[src/rtl/multi_level_gen_if.sv]
// Per-channel set/clear request bundle and the level, event and count outputs of multi_level_gen.
// The master drives pos/neg; the slave (the level generator) drives everything else.
interface multi_level_gen_if #(
    parameter int unsigned CHANNELS = 4,
    parameter int unsigned CNT_W    = 3
);
    logic [CHANNELS-1:0] pos;
    logic [CHANNELS-1:0] neg;
    logic [CHANNELS-1:0] level;
    logic [CHANNELS-1:0] rise;
    logic [CHANNELS-1:0] fall;
    logic [CHANNELS-1:0] timeout;
    logic [CNT_W-1:0]    active_count;

    modport master (
        output pos, neg,
        input  level, rise, fall, timeout, active_count
    );

    modport slave (
        input  pos, neg,
        output level, rise, fall, timeout, active_count
    );
endinterface

[src/rtl/multi_level_gen.sv]
// N-channel set/clear level generator with registered rise/fall pulses and an active-channel count.
// Define MULTI_LEVEL_TIMEOUT_EN to add per-channel hold timers that force a level low after
// TIMEOUT_CYCLES cycles without a retrigger.
module multi_level_gen #(
    parameter int unsigned CHANNELS       = 4,
    parameter int unsigned SET_PRIORITY   = 1,
    parameter int unsigned CNT_W          = 3,
    parameter int unsigned TIMEOUT_CYCLES = 255,
    parameter int unsigned TMR_W          = 8
) (
    input  logic              clock,
    input  logic              reset,
    multi_level_gen_if.slave  bus
);

    localparam logic SetWins = (SET_PRIORITY != 0);

    // Reject configurations where the count or the hold timer cannot represent its range.
    if (CHANNELS < 1 || CHANNELS > 32 || (64'(1) << CNT_W) <= 64'(CHANNELS) ||
        (64'(TIMEOUT_CYCLES) >> TMR_W) != 0) begin : g_cfg_err
        $error("multi_level_gen: illegal CHANNELS/CNT_W/TIMEOUT_CYCLES/TMR_W combination");
    end

    logic [CHANNELS-1:0] level_q, level_d;
    logic [CHANNELS-1:0] rise_q, rise_d;
    logic [CHANNELS-1:0] fall_q, fall_d;
    logic [CNT_W-1:0]    count_q, count_d;

`ifdef MULTI_LEVEL_TIMEOUT_EN
    localparam logic              TmoEn   = (TIMEOUT_CYCLES != 0);
    localparam logic [TMR_W-1:0]  TmrLast = TMR_W'(TIMEOUT_CYCLES - 1);

    logic [CHANNELS-1:0]             tmo_q, tmo_d;
    logic [CHANNELS-1:0][TMR_W-1:0]  tmr_q, tmr_d;
`endif

    // State register: level_q is the per-channel OFF/ON state itself.
    always_ff @(posedge clock or negedge reset) begin
        if (!reset) begin
            level_q <= '0;
            rise_q  <= '0;
            fall_q  <= '0;
            count_q <= '0;
`ifdef MULTI_LEVEL_TIMEOUT_EN
            tmo_q   <= '0;
            tmr_q   <= '0;
`endif
        end else begin
            level_q <= level_d;
            rise_q  <= rise_d;
            fall_q  <= fall_d;
            count_q <= count_d;
`ifdef MULTI_LEVEL_TIMEOUT_EN
            tmo_q   <= tmo_d;
            tmr_q   <= tmr_d;
`endif
        end
    end

    // Next-state logic.
    always_comb begin
        level_d = level_q;
        count_d = '0;
`ifdef MULTI_LEVEL_TIMEOUT_EN
        tmo_d   = '0;
        tmr_d   = '0;
`endif
        for (int unsigned i = 0; i < CHANNELS; i++) begin
            if (!level_q[i]) begin
                level_d[i] = bus.pos[i] & (~bus.neg[i] | SetWins);
            end else begin
                level_d[i] = ~(bus.neg[i] & (~bus.pos[i] | ~SetWins));
            end
`ifdef MULTI_LEVEL_TIMEOUT_EN
            // Staying ON with pos=0 implies neg=0, so only an idle ON channel can time out.
            if (level_q[i] && level_d[i]) begin
                if (bus.pos[i]) begin
                    tmr_d[i] = '0;
                end else if (TmoEn && tmr_q[i] == TmrLast) begin
                    level_d[i] = 1'b0;
                    tmo_d[i]   = 1'b1;
                end else begin
                    tmr_d[i] = tmr_q[i] + TMR_W'(1);
                end
            end
`endif
            count_d = count_d + CNT_W'(level_d[i]);
        end
        rise_d = level_d & ~level_q;
        fall_d = level_q & ~level_d;
    end

    // Outputs come straight from registers; no input-to-output path.
    always_comb begin
        bus.level        = level_q;
        bus.rise         = rise_q;
        bus.fall         = fall_q;
        bus.active_count = count_q;
`ifdef MULTI_LEVEL_TIMEOUT_EN
        bus.timeout      = tmo_q;
`else
        bus.timeout      = '0;
`endif
    end

endmodule

[src/flat_wrapper.sv]
// flat-port wrapper written by rule: the top's interface ports become plain ports
module multi_level_gen_flat 
#(
    parameter int unsigned CHANNELS       = 4,
    parameter int unsigned SET_PRIORITY   = 1,
    parameter int unsigned CNT_W          = 3,
    parameter int unsigned TIMEOUT_CYCLES = 255,
    parameter int unsigned TMR_W          = 8
)
  (clock, reset, bus_pos, bus_neg, bus_level, bus_rise, bus_fall, bus_timeout, bus_active_count);
  multi_level_gen_if #(.CHANNELS(CHANNELS), .CNT_W(CNT_W)) bus_i ();
  input  logic clock;
  input  logic reset;
  input wire logic [$bits(bus_i.pos)-1:0] bus_pos;
  input wire logic [$bits(bus_i.neg)-1:0] bus_neg;
  output wire logic [$bits(bus_i.level)-1:0] bus_level;
  output wire logic [$bits(bus_i.rise)-1:0] bus_rise;
  output wire logic [$bits(bus_i.fall)-1:0] bus_fall;
  output wire logic [$bits(bus_i.timeout)-1:0] bus_timeout;
  output wire logic [$bits(bus_i.active_count)-1:0] bus_active_count;
  assign bus_i.pos = bus_pos;
  assign bus_i.neg = bus_neg;
  assign bus_level = bus_i.level;
  assign bus_rise = bus_i.rise;
  assign bus_fall = bus_i.fall;
  assign bus_timeout = bus_i.timeout;
  assign bus_active_count = bus_i.active_count;
  multi_level_gen #(.CHANNELS(CHANNELS), .SET_PRIORITY(SET_PRIORITY), .CNT_W(CNT_W), .TIMEOUT_CYCLES(TIMEOUT_CYCLES), .TMR_W(TMR_W)) u_core (.clock(clock), .reset(reset), .bus(bus_i));
endmodule
[config.mk]
export PLATFORM = sky130hd
export DESIGN_NAME = multi_level_gen_flat
export DESIGN_NICKNAME = d
export VERILOG_FILES = /design/src/rtl/multi_level_gen_if.sv /design/src/rtl/multi_level_gen.sv /design/src/flat_wrapper.sv
export SDC_FILE = /design/constraint.sdc
export NUM_CORES = 1
export LEC_CHECK = 0
export ABC_AREA = 1
export BUFFER_PORTS_ARGS = -buffer_cell sky130_fd_sc_hd__buf_2
export CAP_MARGIN = 25
export CELL_PAD_IN_SITES_DETAIL_PLACEMENT = 1
export CELL_PAD_IN_SITES_GLOBAL_PLACEMENT = 1
export CORE_MARGIN = 8
export CORE_UTILIZATION = 31
export DETAILED_ROUTE_END_ITERATION = 10
export GPL_TIMING_DRIVEN = 1
export PLACE_DENSITY = 0.74
export SLEW_MARGIN = 20
export SYNTH_ARGS = -nofsm -noshare
export SYNTH_HDL_FRONTEND = slang
export SYNTH_SLANG_ARGS = --single-unit
[constraint.sdc]
create_clock -name clock -period 2.2 [get_ports clock]
set_input_delay 0.44 -clock clock [delete_from_list [all_inputs] [get_ports clock]]
set_output_delay 0.44 -clock clock [all_outputs]
set_load 0.005 [all_outputs]
==> metrics <==
result of the run=finished, final reports clean; sequential share of the synthesized area=64.4%; Antenna diodes=0; arrival time worst endpoint=1.86 ns; FF-to-FF End=u_core.bus.active_count[1]; multiplexer area fraction after synthesis=0%; Via density=4.16; Total GRT Usage=under 10%; busiest grt layer=met2; share of cells above drive strength 1=about 38%; synthesized area per cell=10.6 um2; Post-Synth XOR/XNOR Area=0%; area of the core=0.00175 mm2; total CTS buffers=3; TNS Setup=0 ns; Synth cell types=12; Adder-Cell Fraction of Synth Area=7.73%; DRT antenna net count=0; R2R setup slack=0.52 ns; cell row count=15; clock-pin slew on the worst setup and hold paths=0.10 ns; CTS tree=yes; final worst path period share=76.4%; Startpoint Class=flip-flop; # Post-CTS Setup Buffers=0; Final Max Slew Viols=0; Cells after Synth=55; Cell Pwr Density=between 700 and 800 mW/mm2; Netlist Area Pre-Place=583 um2; Worst VDD drop=0.000261 V; M2 GR Usage=13.7%; Initial Util=33.4%; largest cells by area after synthesis=dfrtp_1, inv_1, buf_4; hold crit path type=input pin to async pin; Worst Path Max Fanout=5; Area growth syn-to-layout=27.5%; Critical R2R Launch=u_core.bus.level[0]; clock sinks=15; first-pass GRT wire length=2100 um; vias in the first global route=515; Synth Warn #=0; final number of setup-violating endpoints=0; Max Clk Rate=0.595 GHz; Iter 0 DRT Violations=4; minimum clock period=between 1.5 and 2 ns; post-synthesis simple-gate area fraction=8.58%; Compound-Gate Fraction of Synth Area=5.15%; post-CTS sizing=0; worst endpoint required time=2.37 ns; Crit. End Element=flip-flop; Yosys reg bits=15; CTS H-tree lvls=1; DR WL/cell=between 10 and 15 um; Layout Skew=about 0.0079 ns; Post-DP HPWL=between 1000 and 1500 um; CTS root buffer=clkbuf_4; First-pass DRT Iterations=4; critical path class=flip-flop to flip-flop; Max Cap Viol=0; clk_lat worst skew=0.28 ns; PnR worst setup slack=between 0.5 and 0.6 ns; largest family of logic cells by synthesized area=buffers and inverters; DR vias=445; Port Buffers=24; unrepaired setup endpoints after global routing=no; total power=0.547 mW; cts hold-fix bufs=0; initial antenna violation count=0; DP Worst Slack=0.327 ns; Chip Width=59.4 um; final net count=96; largest net degree at the start of global routing=16; Reg2Reg Depth=5; Yosys top cell area share=64.4%; LEAKAGE=roughly 0.45 nW; gpl congestion=about 0.67; die area=between 0.003 and 0.004 mm2; WL final=1300 um; Final Hold Fails=0; met1 usage in global routing=7.08%; GRT Residual Overflow=0; DRC Markers=0; Die Span Y=59.4 um; IO Count=29; GRT met3 Usage=2.82%; Max clock buf depth=2; Synth area leader=dfrtp_1
[registers in the layout, indices dropped and copies added, names as in the netlist]
signal and count:
u_core.bus.level 4, u_core.bus.fall 4, u_core.bus.rise 4, u_core.bus.active_count 3
[metal layers]
metal  share of wire [%]  vias up
met4                 4.1        0
met3                 8.8        4
met5                   0        -
met1                  36      212
met2                  51       21
li1                    -      208
[layout make-up]
cell class | count | area (um2)
tap | 25 | 31.3
fill | 223 | 1000
multi-input combinational | 26 | 140
clock inverter | 1 | 5.00
timing repair buffer | 24 | 120
clock buffer | 3 | 22.5
sequential | 15 | 375
inverter | 13 | 48.8
[layout by cell type, fill, tap and decap left out, drive strengths merged, types with 2 or more instances in the layout]
| cell type | instances |
|---|---|
| a21oi | 3 |
| buf | 24 |
| clkbuf | 3 |
| conb | 4 |
| dfrtp | 15 |
| ha | 2 |
| inv | 13 |
| nand2 | 5 |
| nor2 | 7 |
| o21ai | 3 |
[cell families after synthesis]
family                   count (synthesis)
AO/OA/AOI/OAI                            6
adder cells (fa/ha/maj)                  3
buffers and inverters                   17
flip-flops                              15
other                                    1
AND/OR/NAND/NOR                         13
[report_power, final]
part	switching, mW	internal [mW]
registers	0.00881	0.300
logic	0.0447	0.0357
clock network	0.0904	0.0674
total	0.144	0.403
[worst max-delay path, cell delays in order (launching register included)]
cell	delay (ns)
dfrtp_1	0.42
a21oi_1	0.12
fa_1	0.54
inv_1	0.04
ha_1	0.19
ha_1	0.27
[per-stage QoR]
step,hold slack [ns],cells,instance area (um2),util [%]
after floorplan,0.144,58,594,-
after global placement,0.352,103,716,41.0
after detailed placement,0.360,103,716,41.0
after CTS,0.0456,107,743,42.6
after global routing,0.0499,107,743,42.6
final,0.0375,107,743,42.6
[synth_stat cells, drive strengths merged]
cell type / number
dfrtp: 15
inv: 13
nor2: 7
nand2: 5
buf: 4
a21oi: 3
o21ai: 3
ha: 2
conb: 1
fa: 1
nand3: 1
[how the worst max path moves through the flow]
| stage | start | to | slack (ns) | cells after the start |
|---|---|---|---|---|
| after floorplan | bus_neg[0] | u_core.bus.active_count[1] | 0.51 | 6 |
| after global routing | u_core.bus.level[0] | u_core.bus.active_count[1] | 0.45 | 5 |
| final | u_core.bus.level[0] | u_core.bus.active_count[1] | 0.52 | 5 |
| after detailed placement | bus_neg[0] | u_core.bus.active_count[1] | 0.33 | 7 |
| after global placement | bus_neg[0] | u_core.bus.active_count[1] | 0.37 | 7 |
| after CTS | u_core.bus.level[0] | u_core.bus.active_count[1] | 0.50 | 5 |
No activity file was read; power rests on OpenSTA's default activity.
